[src/rtl/pwq_pkg.sv]
// Shared types and constants for the pixel write queue.
// The optional pixel statistics counter in the top is enabled by defining PWQ_STATS_EN.
package pwq_pkg;

  localparam int PWQ_DEPTH    = 16;
  localparam int PWQ_SCREEN_W = 320;
  localparam int PWQ_SCREEN_H = 240;

  // One queued pixel write; 20 bits packed.
  typedef struct packed {
    logic [8:0] x;
    logic [7:0] y;
    logic [2:0] color;
  } pixel_t;

  // Linear framebuffer address for a 320-wide screen: y*320 + x, done with shifts.
  function automatic logic [16:0] pix_addr(input logic [8:0] x, input logic [7:0] y);
    logic [16:0] yy;
    yy = {9'd0, y};
    return (yy << 8) + (yy << 6) + {8'd0, x};
  endfunction

endpackage

[src/rtl/pixel_write_queue_if.sv]
// Pixel bus between the drawers, the write queue and the VGA adapter.
// Input side: in_valid is a single-cycle strobe with no ready; the queue either
// takes the pixel, filters it, or drops it and flags overflow.
// Output side: a pixel transfers on a rising clock edge where vga_plot and
// vga_ready are both high; while vga_plot=1 and vga_ready=0 the payload
// (vga_x/y/color/addr) is held stable and vga_plot stays high.
interface pixel_write_queue_if;
  logic        in_valid;
  logic [8:0]  in_x;
  logic [7:0]  in_y;
  logic [2:0]  in_color;
  logic        vga_plot;
  logic        vga_ready;
  logic [8:0]  vga_x;
  logic [7:0]  vga_y;
  logic [2:0]  vga_color;
  logic [16:0] vga_addr;

  // Drawer/adapter side.
  modport master (
    output in_valid, in_x, in_y, in_color, vga_ready,
    input  vga_plot, vga_x, vga_y, vga_color, vga_addr
  );

  // Queue side.
  modport slave (
    input  in_valid, in_x, in_y, in_color, vga_ready,
    output vga_plot, vga_x, vga_y, vga_color, vga_addr
  );
endinterface

[src/rtl/pwq_fifo_mem.sv]
// Storage array for the pixel queue: synchronous write, asynchronous read of
// the head entry so the output stage can load it in the same cycle.
module pwq_fifo_mem
  import pwq_pkg::*;
#(
  parameter int DEPTH  = PWQ_DEPTH,
  parameter int ADDR_W = $clog2(DEPTH)
) (
  input  logic              clock,
  input  logic              we,
  input  logic [ADDR_W-1:0] waddr,
  input  pixel_t            wdata,
  input  logic [ADDR_W-1:0] raddr,
  output pixel_t            rdata
);

  pixel_t mem [DEPTH];

  // Write port; contents need no reset since count gates every read.
  always_ff @(posedge clock) begin
    if (we) mem[waddr] <= wdata;
  end

  assign rdata = mem[raddr];

endmodule

[src/rtl/pixel_write_queue.sv]
// Pixel write queue: filters off-screen pixels, buffers the rest in a small
// FIFO, and presents them to the VGA adapter through a one-entry output
// stage with address precomputed. A pixel arriving while the queue is empty
// and the output stage is free bypasses the FIFO (latency 1).
// Optional: define PWQ_STATS_EN to add the pix_count retired-pixel counter.
module pixel_write_queue
  import pwq_pkg::*;
#(
  parameter int DEPTH    = PWQ_DEPTH,
  parameter int SCREEN_W = PWQ_SCREEN_W,
  parameter int SCREEN_H = PWQ_SCREEN_H
) (
  input  logic                 clock,
  input  logic                 reset,
  pixel_write_queue_if.slave   bus,
  output logic                 full,
  output logic                 overflow,
  output logic                 idle
`ifdef PWQ_STATS_EN
  ,
  output logic [16:0]          pix_count
`endif
);

  localparam int ADDR_W = $clog2(DEPTH);
  localparam logic [ADDR_W:0] DEPTH_C  = (ADDR_W+1)'(DEPTH);
  localparam logic [9:0]      X_LIMIT  = 10'(SCREEN_W);
  localparam logic [8:0]      Y_LIMIT  = 9'(SCREEN_H);
  localparam logic [16:0]     W_FACTOR = 17'(SCREEN_W);

  logic [ADDR_W-1:0] wr_ptr;
  logic [ADDR_W-1:0] rd_ptr;
  logic [ADDR_W:0]   count;
  logic [ADDR_W:0]   count_next;

  pixel_t      in_pix;
  pixel_t      head_pix;
  pixel_t      load_pix;
  pixel_t      out_pix;
  logic [16:0] out_addr;
  logic        plot;

  logic in_ok;
  logic fifo_empty;
  logic out_free;
  logic retire;
  logic bypass;
  logic pop;
  logic push;
  logic drop;
  logic load;

  // Linear address; shift form for the standard 320-wide screen.
  function automatic logic [16:0] lin_addr(input pixel_t p);
    if (SCREEN_W == 320) return pix_addr(p.x, p.y);
    else return 17'({9'd0, p.y} * W_FACTOR + {8'd0, p.x});
  endfunction

  assign in_pix = '{x: bus.in_x, y: bus.in_y, color: bus.in_color};

  // Off-screen pixels are treated as if never strobed.
  assign in_ok      = bus.in_valid && ({1'b0, bus.in_x} < X_LIMIT) && ({1'b0, bus.in_y} < Y_LIMIT);
  assign fifo_empty = (count == '0);
  assign retire     = plot && bus.vga_ready;
  assign out_free   = !plot || bus.vga_ready;

  // Output stage loads from the FIFO head when it has something, else directly
  // from the input; queued pixels always go first to preserve order.
  assign pop    = out_free && !fifo_empty;
  assign bypass = in_ok && fifo_empty && out_free;
  assign push   = in_ok && !bypass && ((count != DEPTH_C) || pop);
  assign drop   = in_ok && !bypass && !((count != DEPTH_C) || pop);
  assign load   = pop || bypass;

  // Select the pixel entering the output stage.
  always_comb begin
    load_pix = in_pix;
    if (pop) load_pix = head_pix;
  end

  // Occupancy after this cycle's push/pop.
  always_comb begin
    count_next = count;
    case ({push, pop})
      2'b10:   count_next = count + (ADDR_W+1)'(1);
      2'b01:   count_next = count - (ADDR_W+1)'(1);
      default: count_next = count;
    endcase
  end

  pwq_fifo_mem #(
    .DEPTH  (DEPTH),
    .ADDR_W (ADDR_W)
  ) u_mem (
    .clock (clock),
    .we    (push),
    .waddr (wr_ptr),
    .wdata (in_pix),
    .raddr (rd_ptr),
    .rdata (head_pix)
  );

  // Pointers, occupancy, registered full flag and sticky overflow.
  always_ff @(posedge clock or posedge reset) begin
    if (reset) begin
      wr_ptr   <= '0;
      rd_ptr   <= '0;
      count    <= '0;
      full     <= 1'b0;
      overflow <= 1'b0;
    end else begin
      if (push) wr_ptr <= wr_ptr + ADDR_W'(1);
      if (pop)  rd_ptr <= rd_ptr + ADDR_W'(1);
      count <= count_next;
      full  <= (count_next == DEPTH_C);
      if (drop) overflow <= 1'b1;
    end
  end

  // Output/skid stage: holds its payload until the adapter takes it.
  always_ff @(posedge clock or posedge reset) begin
    if (reset) begin
      out_pix  <= '0;
      out_addr <= '0;
      plot     <= 1'b0;
    end else if (load) begin
      out_pix  <= load_pix;
      out_addr <= lin_addr(load_pix);
      plot     <= 1'b1;
    end else if (retire) begin
      plot     <= 1'b0;
    end
  end

`ifdef PWQ_STATS_EN
  // Retired-pixel counter; a strobe at the origin restarts it, saturates at max.
  always_ff @(posedge clock or posedge reset) begin
    if (reset) begin
      pix_count <= '0;
    end else if (bus.in_valid && (bus.in_x == 9'd0) && (bus.in_y == 8'd0)) begin
      pix_count <= '0;
    end else if (retire && (pix_count != 17'h1FFFF)) begin
      pix_count <= pix_count + 17'd1;
    end
  end
`endif

  assign bus.vga_plot  = plot;
  assign bus.vga_x     = out_pix.x;
  assign bus.vga_y     = out_pix.y;
  assign bus.vga_color = out_pix.color;
  assign bus.vga_addr  = out_addr;

  assign idle = fifo_empty && !plot;

endmodule

[src/flat_wrapper.sv]
// flat-port wrapper written by rule: the top's interface ports become plain ports
module pixel_write_queue_flat import pwq_pkg::*;
#(
  parameter int DEPTH    = PWQ_DEPTH,
  parameter int SCREEN_W = PWQ_SCREEN_W,
  parameter int SCREEN_H = PWQ_SCREEN_H
)
  (clock, reset, full, overflow, idle, bus_in_valid, bus_in_x, bus_in_y, bus_in_color, bus_vga_ready, bus_vga_plot, bus_vga_x, bus_vga_y, bus_vga_color, bus_vga_addr);
  pixel_write_queue_if bus_i ();
  input  logic clock;
  input  logic reset;
  output logic full;
  output logic overflow;
  output logic idle;
  input wire logic [$bits(bus_i.in_valid)-1:0] bus_in_valid;
  input wire logic [$bits(bus_i.in_x)-1:0] bus_in_x;
  input wire logic [$bits(bus_i.in_y)-1:0] bus_in_y;
  input wire logic [$bits(bus_i.in_color)-1:0] bus_in_color;
  input wire logic [$bits(bus_i.vga_ready)-1:0] bus_vga_ready;
  output wire logic [$bits(bus_i.vga_plot)-1:0] bus_vga_plot;
  output wire logic [$bits(bus_i.vga_x)-1:0] bus_vga_x;
  output wire logic [$bits(bus_i.vga_y)-1:0] bus_vga_y;
  output wire logic [$bits(bus_i.vga_color)-1:0] bus_vga_color;
  output wire logic [$bits(bus_i.vga_addr)-1:0] bus_vga_addr;
  assign bus_i.in_valid = bus_in_valid;
  assign bus_i.in_x = bus_in_x;
  assign bus_i.in_y = bus_in_y;
  assign bus_i.in_color = bus_in_color;
  assign bus_i.vga_ready = bus_vga_ready;
  assign bus_vga_plot = bus_i.vga_plot;
  assign bus_vga_x = bus_i.vga_x;
  assign bus_vga_y = bus_i.vga_y;
  assign bus_vga_color = bus_i.vga_color;
  assign bus_vga_addr = bus_i.vga_addr;
  pixel_write_queue #(.DEPTH(DEPTH), .SCREEN_W(SCREEN_W), .SCREEN_H(SCREEN_H)) u_core (.clock(clock), .reset(reset), .bus(bus_i), .full(full), .overflow(overflow), .idle(idle));
endmodule
[config.mk]
export PLATFORM = sky130hd
export DESIGN_NAME = pixel_write_queue_flat
export DESIGN_NICKNAME = d
export VERILOG_FILES = /design/src/rtl/pwq_pkg.sv /design/src/rtl/pixel_write_queue_if.sv /design/src/rtl/pwq_fifo_mem.sv /design/src/rtl/pixel_write_queue.sv /design/src/flat_wrapper.sv
export SDC_FILE = /design/constraint.sdc
export NUM_CORES = 1
export LEC_CHECK = 0
export BUFFER_PORTS_ARGS = -buffer_cell sky130_fd_sc_hd__buf_2
export CAP_MARGIN = 10
export CORE_UTILIZATION = 61
export CTS_BUF_LIST = sky130_fd_sc_hd__clkbuf_16
export DETAILED_ROUTE_END_ITERATION = 8
export GPL_TIMING_DRIVEN = 1
export PLACE_DENSITY = 0.91
export SLEW_MARGIN = 40
export SYNTH_ARGS = -nofsm -noshare
export SYNTH_HDL_FRONTEND = slang
export SYNTH_SLANG_ARGS = --single-unit
export TNS_END_PERCENT = 1
[constraint.sdc]
create_clock -name clock -period 4.25 [get_ports clock]
set_clock_uncertainty 0.05 [all_clocks]
set_input_delay 0.85 -clock clock [delete_from_list [all_inputs] [get_ports clock]]
set_output_delay 0.85 -clock clock [all_outputs]
set_load 0.05 [all_outputs]
# Word-level counts from Yosys, hierarchy flattened
# Memories as Yosys holds them, arrays and structs flattened.
# Index checks and enable logic that the tools add are counted.
classes:
  add_sub_neg: 6
  n_lt_le_gt_ge: 2
  eq_ne: 4
  mux: 6
  reduce_logical: 19
ops:
  columns: ["op", "n"]
  rows:
  - ["$mux W20", 1]
  - ["$add A16 B14 Y17", 1]
  - ["$add A17 B9 Y17", 1]
  - ["$logic_and A1 B1 Y1", 10]
  - ["$pmux W5 S2", 1]
  - ["$lt A9 B9 Y1 const B", 1]
  - ["$add A4 B1 Y4 const B", 2]
  - ["$lt A8 B8 Y1 const B", 1]
  - ["$add A5 B1 Y5 const B", 1]
  - ["$eq A5 B5 Y1 const B", 1]
  - ["$logic_not A5 Y1", 1]
  - ["$ne A5 B5 Y1 const B", 1]
  - ["$sub A5 B1 Y5 const B", 1]
  - ["$logic_not A1 Y1", 4]
  - ["$mux W1", 4]
  - ["$logic_or A1 B1 Y1", 3]
  - ["$eq A2 B1 Y1 const B", 1]
  - ["$eq A2 B2 Y1 const B", 1]
  - ["$reduce_bool A2 Y1", 1]
totals:
  ff_bits: 53
  mem_bits_rw: 320
  inputBits: 24
  output_inout_bits: 41
  word_cells: 48
  n_memories: 1
mem_list:
  columns: ["memory", "depth", "word_bits", "read_ports", "rd_ports_with_merged_regs", "write_ports", "line_no", "text"]
  rows:
  - ["u_core.u_mem.mem", 16, 20, 1, 0, 1, "pwq_fifo_mem.sv:17", "pixel_t mem [DEPTH];"]

# Depth between registers and ports, before layout
logic_depth:
  depth_word: 11
  ltp_mapped: 16
  ltp_nobuf: 13

# Cells and area by module
# A second synthesis with hierarchy kept.
hier_totals:
  hier_cells: 795
  area_unflattened_um2: 14895.5
by_module_without_submodules:
  columns: ["mod", "n_inst", "cells_per_inst", "area_per_inst_um2", "seq_area_each_um2"]
  rows:
  - ["pwq_fifo_mem", 1, 513, 12130.4, 9609.2]
  - ["pixel_write_queue", 1, 282, 2765.2, 1176.1]

# Worst setup path after synthesis
# No wires, ideal clock.
synth_path:
  path_kind: "in2reg"
  from: "input port bus_vga_ready"
  to: "register u_core.out_addr[15] (netlist: u_core.bus.vga_addr[15])"
  setup_time_ps: 138
  t_arrival_ps: 3757
  t_required_ps: 4062
  path_slack_ps: 305
  cell_stages: 13
  n_path_buf: 1
  path_cell_list: "nand2b_1 -> o21ai_4 -> buf_2 -> nand2_1 -> and2_1 -> fa_1 -> inv_1 -> fa_1 -> a21oi_1 -> o211ai_1 -> o41ai_1 -> xor2_1 -> o221ai_1"
synth_via:
  elab_chain_len: 5
  word_cells_on_any_way: 7
  cone_classes: "2 x add/sub; 1 x mux; 4 x reduce/logical"
synth_lines:
  columns: ["item", "line_no", "text"]
  rows:
  - ["start: declaration", "flat_wrapper.sv:19", "input wire logic [$bits(bus_i.vga_ready)-1:0] bus_vga_ready;"]
  - ["$logic_or A1 B1 Y1 (*)", "pixel_write_queue.sv:65", "assign out_free = !plot || bus.vga_ready;"]
  - ["$logic_and A1 B1 Y1", "pixel_write_queue.sv:69", "assign pop = out_free && !fifo_empty;"]
  - ["$mux W20", "pixel_write_queue.sv:78", "if (pop) load_pix = head_pix;"]
  - ["$add A16 B14 Y17", "pwq_pkg.sv:20", "return (yy << 8) + (yy << 6) + {8'd0, x};"]
  - ["$add A17 B9 Y17", "pwq_pkg.sv:20", null]
  - ["end signal: assignment", "pixel_write_queue.sv:128", "out_addr <= lin_addr(load_pix);"]
  - ["end: declaration", "pixel_write_queue.sv:40", "logic [16:0] out_addr;"]
# Every way passes the cells marked *; elsewhere a longest branch is shown, timed or not.
# A chain may end at the register's enable or synchronous reset.

# Worst setup path in the final report
layout_path:
  from: "register u_core.count[2]"
  to: "register u_core.out_addr[15] (netlist: u_core.bus.vga_addr[15])"
layout_via:
  elab_chain_len: 6
  word_cells_on_any_way: 9
  cone_classes: "2 x add/sub; 1 x mux; 6 x reduce/logical"
layout_lines:
  columns: ["item", "line_no", "text"]
  rows:
  - ["start: declaration", "pixel_write_queue.sv:33", "logic [ADDR_W:0] count;"]
  - ["start signal: assignment", "pixel_write_queue.sv:114", "count <= count_next;"]
  - ["$logic_not A5 Y1 (*)", "pixel_write_queue.sv:63", "assign fifo_empty = (count == '0);"]
  - ["$logic_not A1 Y1", "pixel_write_queue.sv:69", null]
  - ["$logic_and A1 B1 Y1", "pixel_write_queue.sv:69", null]
  - ["$mux W20", "pixel_write_queue.sv:78", null]
  - ["$add A16 B14 Y17", "pwq_pkg.sv:20", null]
  - ["$add A17 B9 Y17", "pwq_pkg.sv:20", null]
# Marked as above.

==> flow_summary.json <==
{
  "wl_per_cell_um": 30.2,
  "critical-path-top-delay-family": "compound AO/OA/AOI/OAI gates",
  "powerDensity_mw_per_mm2": 718,
  "max_slew.worst_pin.slew_ps": 665,
  "synth_top_family_by_area": "multiplexers",
  "fin_crit_sh_pct": 98.9,
  "antenna_left": 0,
  "die_h_um": 161,
  "drv_slew": 0,
  "path_class": "register to register",
  "yosys.area_share.adder_pct": 2.25,
  "drtPass1Iterations": 9,
  "grt_pass1_wl_mm": 55.8,
  "most-common-layout-cells": "edfxtp_1 (320), buf_2 (64), nand2_1 (56), buf_4 (47), mux4_2 (46)",
  "synth-xor-area-share_pct": 0.851,
  "grt_antenna_before_repair": 1,
  "crit_buf_inv": 1,
  "timing.rr.start": "u_core.count[2]",
  "synthFlopType": "edfxtp_1",
  "final_common_cell": "edfxtp_1",
  "portBuffers": 64,
  "synth_edf_count": 320,
  "startpoint": "u_core.count[2]",
  "setup_slack_ps": 47.3,
  "fin_cells": 1259,
  "drt-total-wl_mm": 38.0,
  "clkSinkCount": 367,
  "hold_class": "primary input to asynchronous set/reset pin",
  "drt_iter0_markers": 1206,
  "hold_buffers": 0,
  "cts_buffers": 37,
  "ys_seq_area_share_pct": 69.8,
  "dp_hpwl_mm": 21.1,
  "hold_viol": 0,
  "place_congestion": 0.849,
  "utilization_pct": 70.9,
  "synth.area.top_cells": "edfxtp_1 (62%), dfrtp_1 (7.6%), mux4_2 (6.7%)",
  "first_global_vias": 8910,
  "relSlewSlack_pct": 55.7,
  "status": "finished clean",
  "start_kind": "register",
  "finalSetupViolations": 0,
  "cts_tree": "built",
  "clk_path_buf_depth": 3,
  "cpPeakStageDelay_ps": 610,
  "clk_latency_ps": 530,
  "r2r-end": "u_core.bus.vga_addr[15]",
  "max_freq_mhz": 238,
  "synth_cells": 793,
  "synthToLayoutAreaGrowth_pct": 12.9,
  "r2r_cells": 12,
  "cp.arrival_ps": 4530,
  "dpl-instance-area_mm2": 0.0162,
  "fin_crit_ps": 4200,
  "yosys_warnings": 0,
  "cts_max_level": 2,
  "synthMuxAreaShare_pct": 15.2,
  "vias": 8771,
  "nNetsFinal": 957,
  "pin_count": 65,
  "ir_drop_mv": 0.641,
  "yosys.area.top_type": "edfxtp_1",
  "synth_nets": 843,
  "synth_compound_area_share_pct": 4.81,
  "maxCapViolCount": 0,
  "end_kind": "register",
  "p_leak_nw": 6.24,
  "avgSynthCellArea_um2": 19.5,
  "crit_end": "u_core.bus.vga_addr[15]",
  "vias_per_cell": 6.97,
  "num_rows": 57,
  "cp_max_fo": 13,
  "grt_setup_unrepaired": "true",
  "grt_usage_pct": 30.0,
  "crit_required_ps": 4580,
  "dp_slack_ps": -17.9,
  "drive_above_1_share_pct": 27.8,
  "initial_core_util_pct": 62.8,
  "clkTransAtPathRegs_ps": 70,
  "root_buffer": "clkbuf_16",
  "crit_top_cell": "fa_1",
  "synthDistinctLibCells": 60,
  "worst_path_max_delay_cell": "or4_4",
  "synthDominantCellAreaShare_pct": 62.2,
  "drcViolationCount": 0,
  "grt_max_degree": 48,
  "timing.reg2reg.setup_slack_ps": 50,
  "die_x_um": 161,
  "ys_seq_elements": 367,
  "dp.cells": 1186,
  "fin_area_mm2": 0.0174,
  "synthSimpleGateAreaFrac_pct": 3.97,
  "synthArstFlopShare_pct": 12.8,
  "cp_cell_sequence": "or4_4, o21ai_4, nand2_1, and2_1, fa_1, inv_1, fa_1, a21oi_1, o211ai_1, o41ai_2, xor2_1, o221ai_1",
  "worst-path-stages": 12,
  "grt-ovfl-total": 0,
  "die_area_mm2": 0.0260,
  "core_area_mm2": 0.0246,
  "synth_area_mm2": 0.0154
}
==> report_power, final <==
group / internal (W) / leakage (nW) / switching, W
Clock: 0.00175 / 0.588 / 0.00136
Combinational: 0.00186 / 2.21 / 0.00280
Sequential: 0.00434 / 3.44 / 0.000409
Total: 0.00795 / 6.24 / 0.00457
==> worst min path at each step <==
| stage | start | endpoint | slack (ps) | depth (start not counted) |
|---|---|---|---|---|
| 3_3_place_gp | u_core.overflow | u_core.overflow | 400 | 1 |
| 4_1_cts | reset | u_core.full | 400 | 2 |
| 6_report | reset | u_core.full | 380 | 2 |
| 2_1_floorplan | u_core.wr_ptr[3] | u_core.wr_ptr[3] | 440 | 1 |
| 3_5_place_dp | u_core.bus.vga_addr[16] | u_core.bus.vga_addr[16] | 410 | 2 |
| 5_1_grt | reset | u_core.rd_ptr[1] | 430 | 2 |
==> worst register-to-register path: cells and delay by family, from the launching register on <==
| family | cells | cell delay, ps |
|---|---|---|
| compound gates | 5 | 1280 |
| xor+xnor | 1 | 200 |
| fa+ha+maj | 2 | 1030 |
| buf+inv | 1 | 70 |
| simple gates | 3 | 980 |
| flops | 1 | 440 |
==> flip-flops by register name, indices dropped and copies added (netlist names) <==
register	flops
u_core.bus.vga_y	8
u_core.full	1
u_core.u_mem.mem	320
u_core.count	5
u_core.wr_ptr	4
u_core.rd_ptr	4
u_core.bus.vga_x	3
u_core.bus.vga_addr	17
u_core.bus.vga_plot	1
u_core.bus.vga_color	3
u_core.overflow	1
==> cell usage after synthesis, drive strengths merged (6+ instances only) <==
cell type,number
nand2,56
nor2,18
o211ai,10
and2,14
clkbuf,16
xor2,7
ha,23
a32oi,10
edfxtp,320
inv,13
dfrtp,47
a211oi,22
mux4,80
xnor2,8
buf,28
o21ai,15
nand3,6
a221o,9
mux2i,25
nor2b,10
mux2,14
a21oi,7
==> cell type report <==
cell class | count | area [um2]
Inverter | 13 | 51.3
Multi-Input combinational cell | 369 | 4200
Fill cell | 1322 | 7170
Sequential cell | 367 | 10800
Clock inverter | 28 | 200
Clock buffer | 38 | 951
Antenna cell | 1 | 2.50
Tap cell | 324 | 405
Timing Repair Buffer | 119 | 828
==> cells by family after synthesis <==
kind of cell,Yosys count
DFF,367
adders and majority gates,26
buffers and inverters,57
muxes,119
and+or+nand+nor,120
AOI/OAI and AO/OA,89
xor gates and xnor gates,15
==> stage by stage <==
step / power, W / hold slack, ps / setup TNS (ps)
floorplan: 0.00818 / 443 / 0
global placement: 0.00892 / 405 / 0
detailed placement: 0.00912 / 414 / -17.9
CTS: 0.0124 / 405 / 0
global route: 0.0129 / 432 / -31.1
finish: 0.0125 / 379 / 0
==> timing repair <==
item                                    CTS  global route
endpoints found under the setup margin    4             4
buffers inserted                          1             5
resized for setup                         1             1
==> layer usage <==
layer	global-route usage, %	share of wire, %	vias up
met5	0	0	-
met4	14.8	5.2	0
met3	6.47	12	168
met2	48.4	48	793
met1	39.0	35	4345
li1	-	-	3465
(Power assumes the default switching activity.)
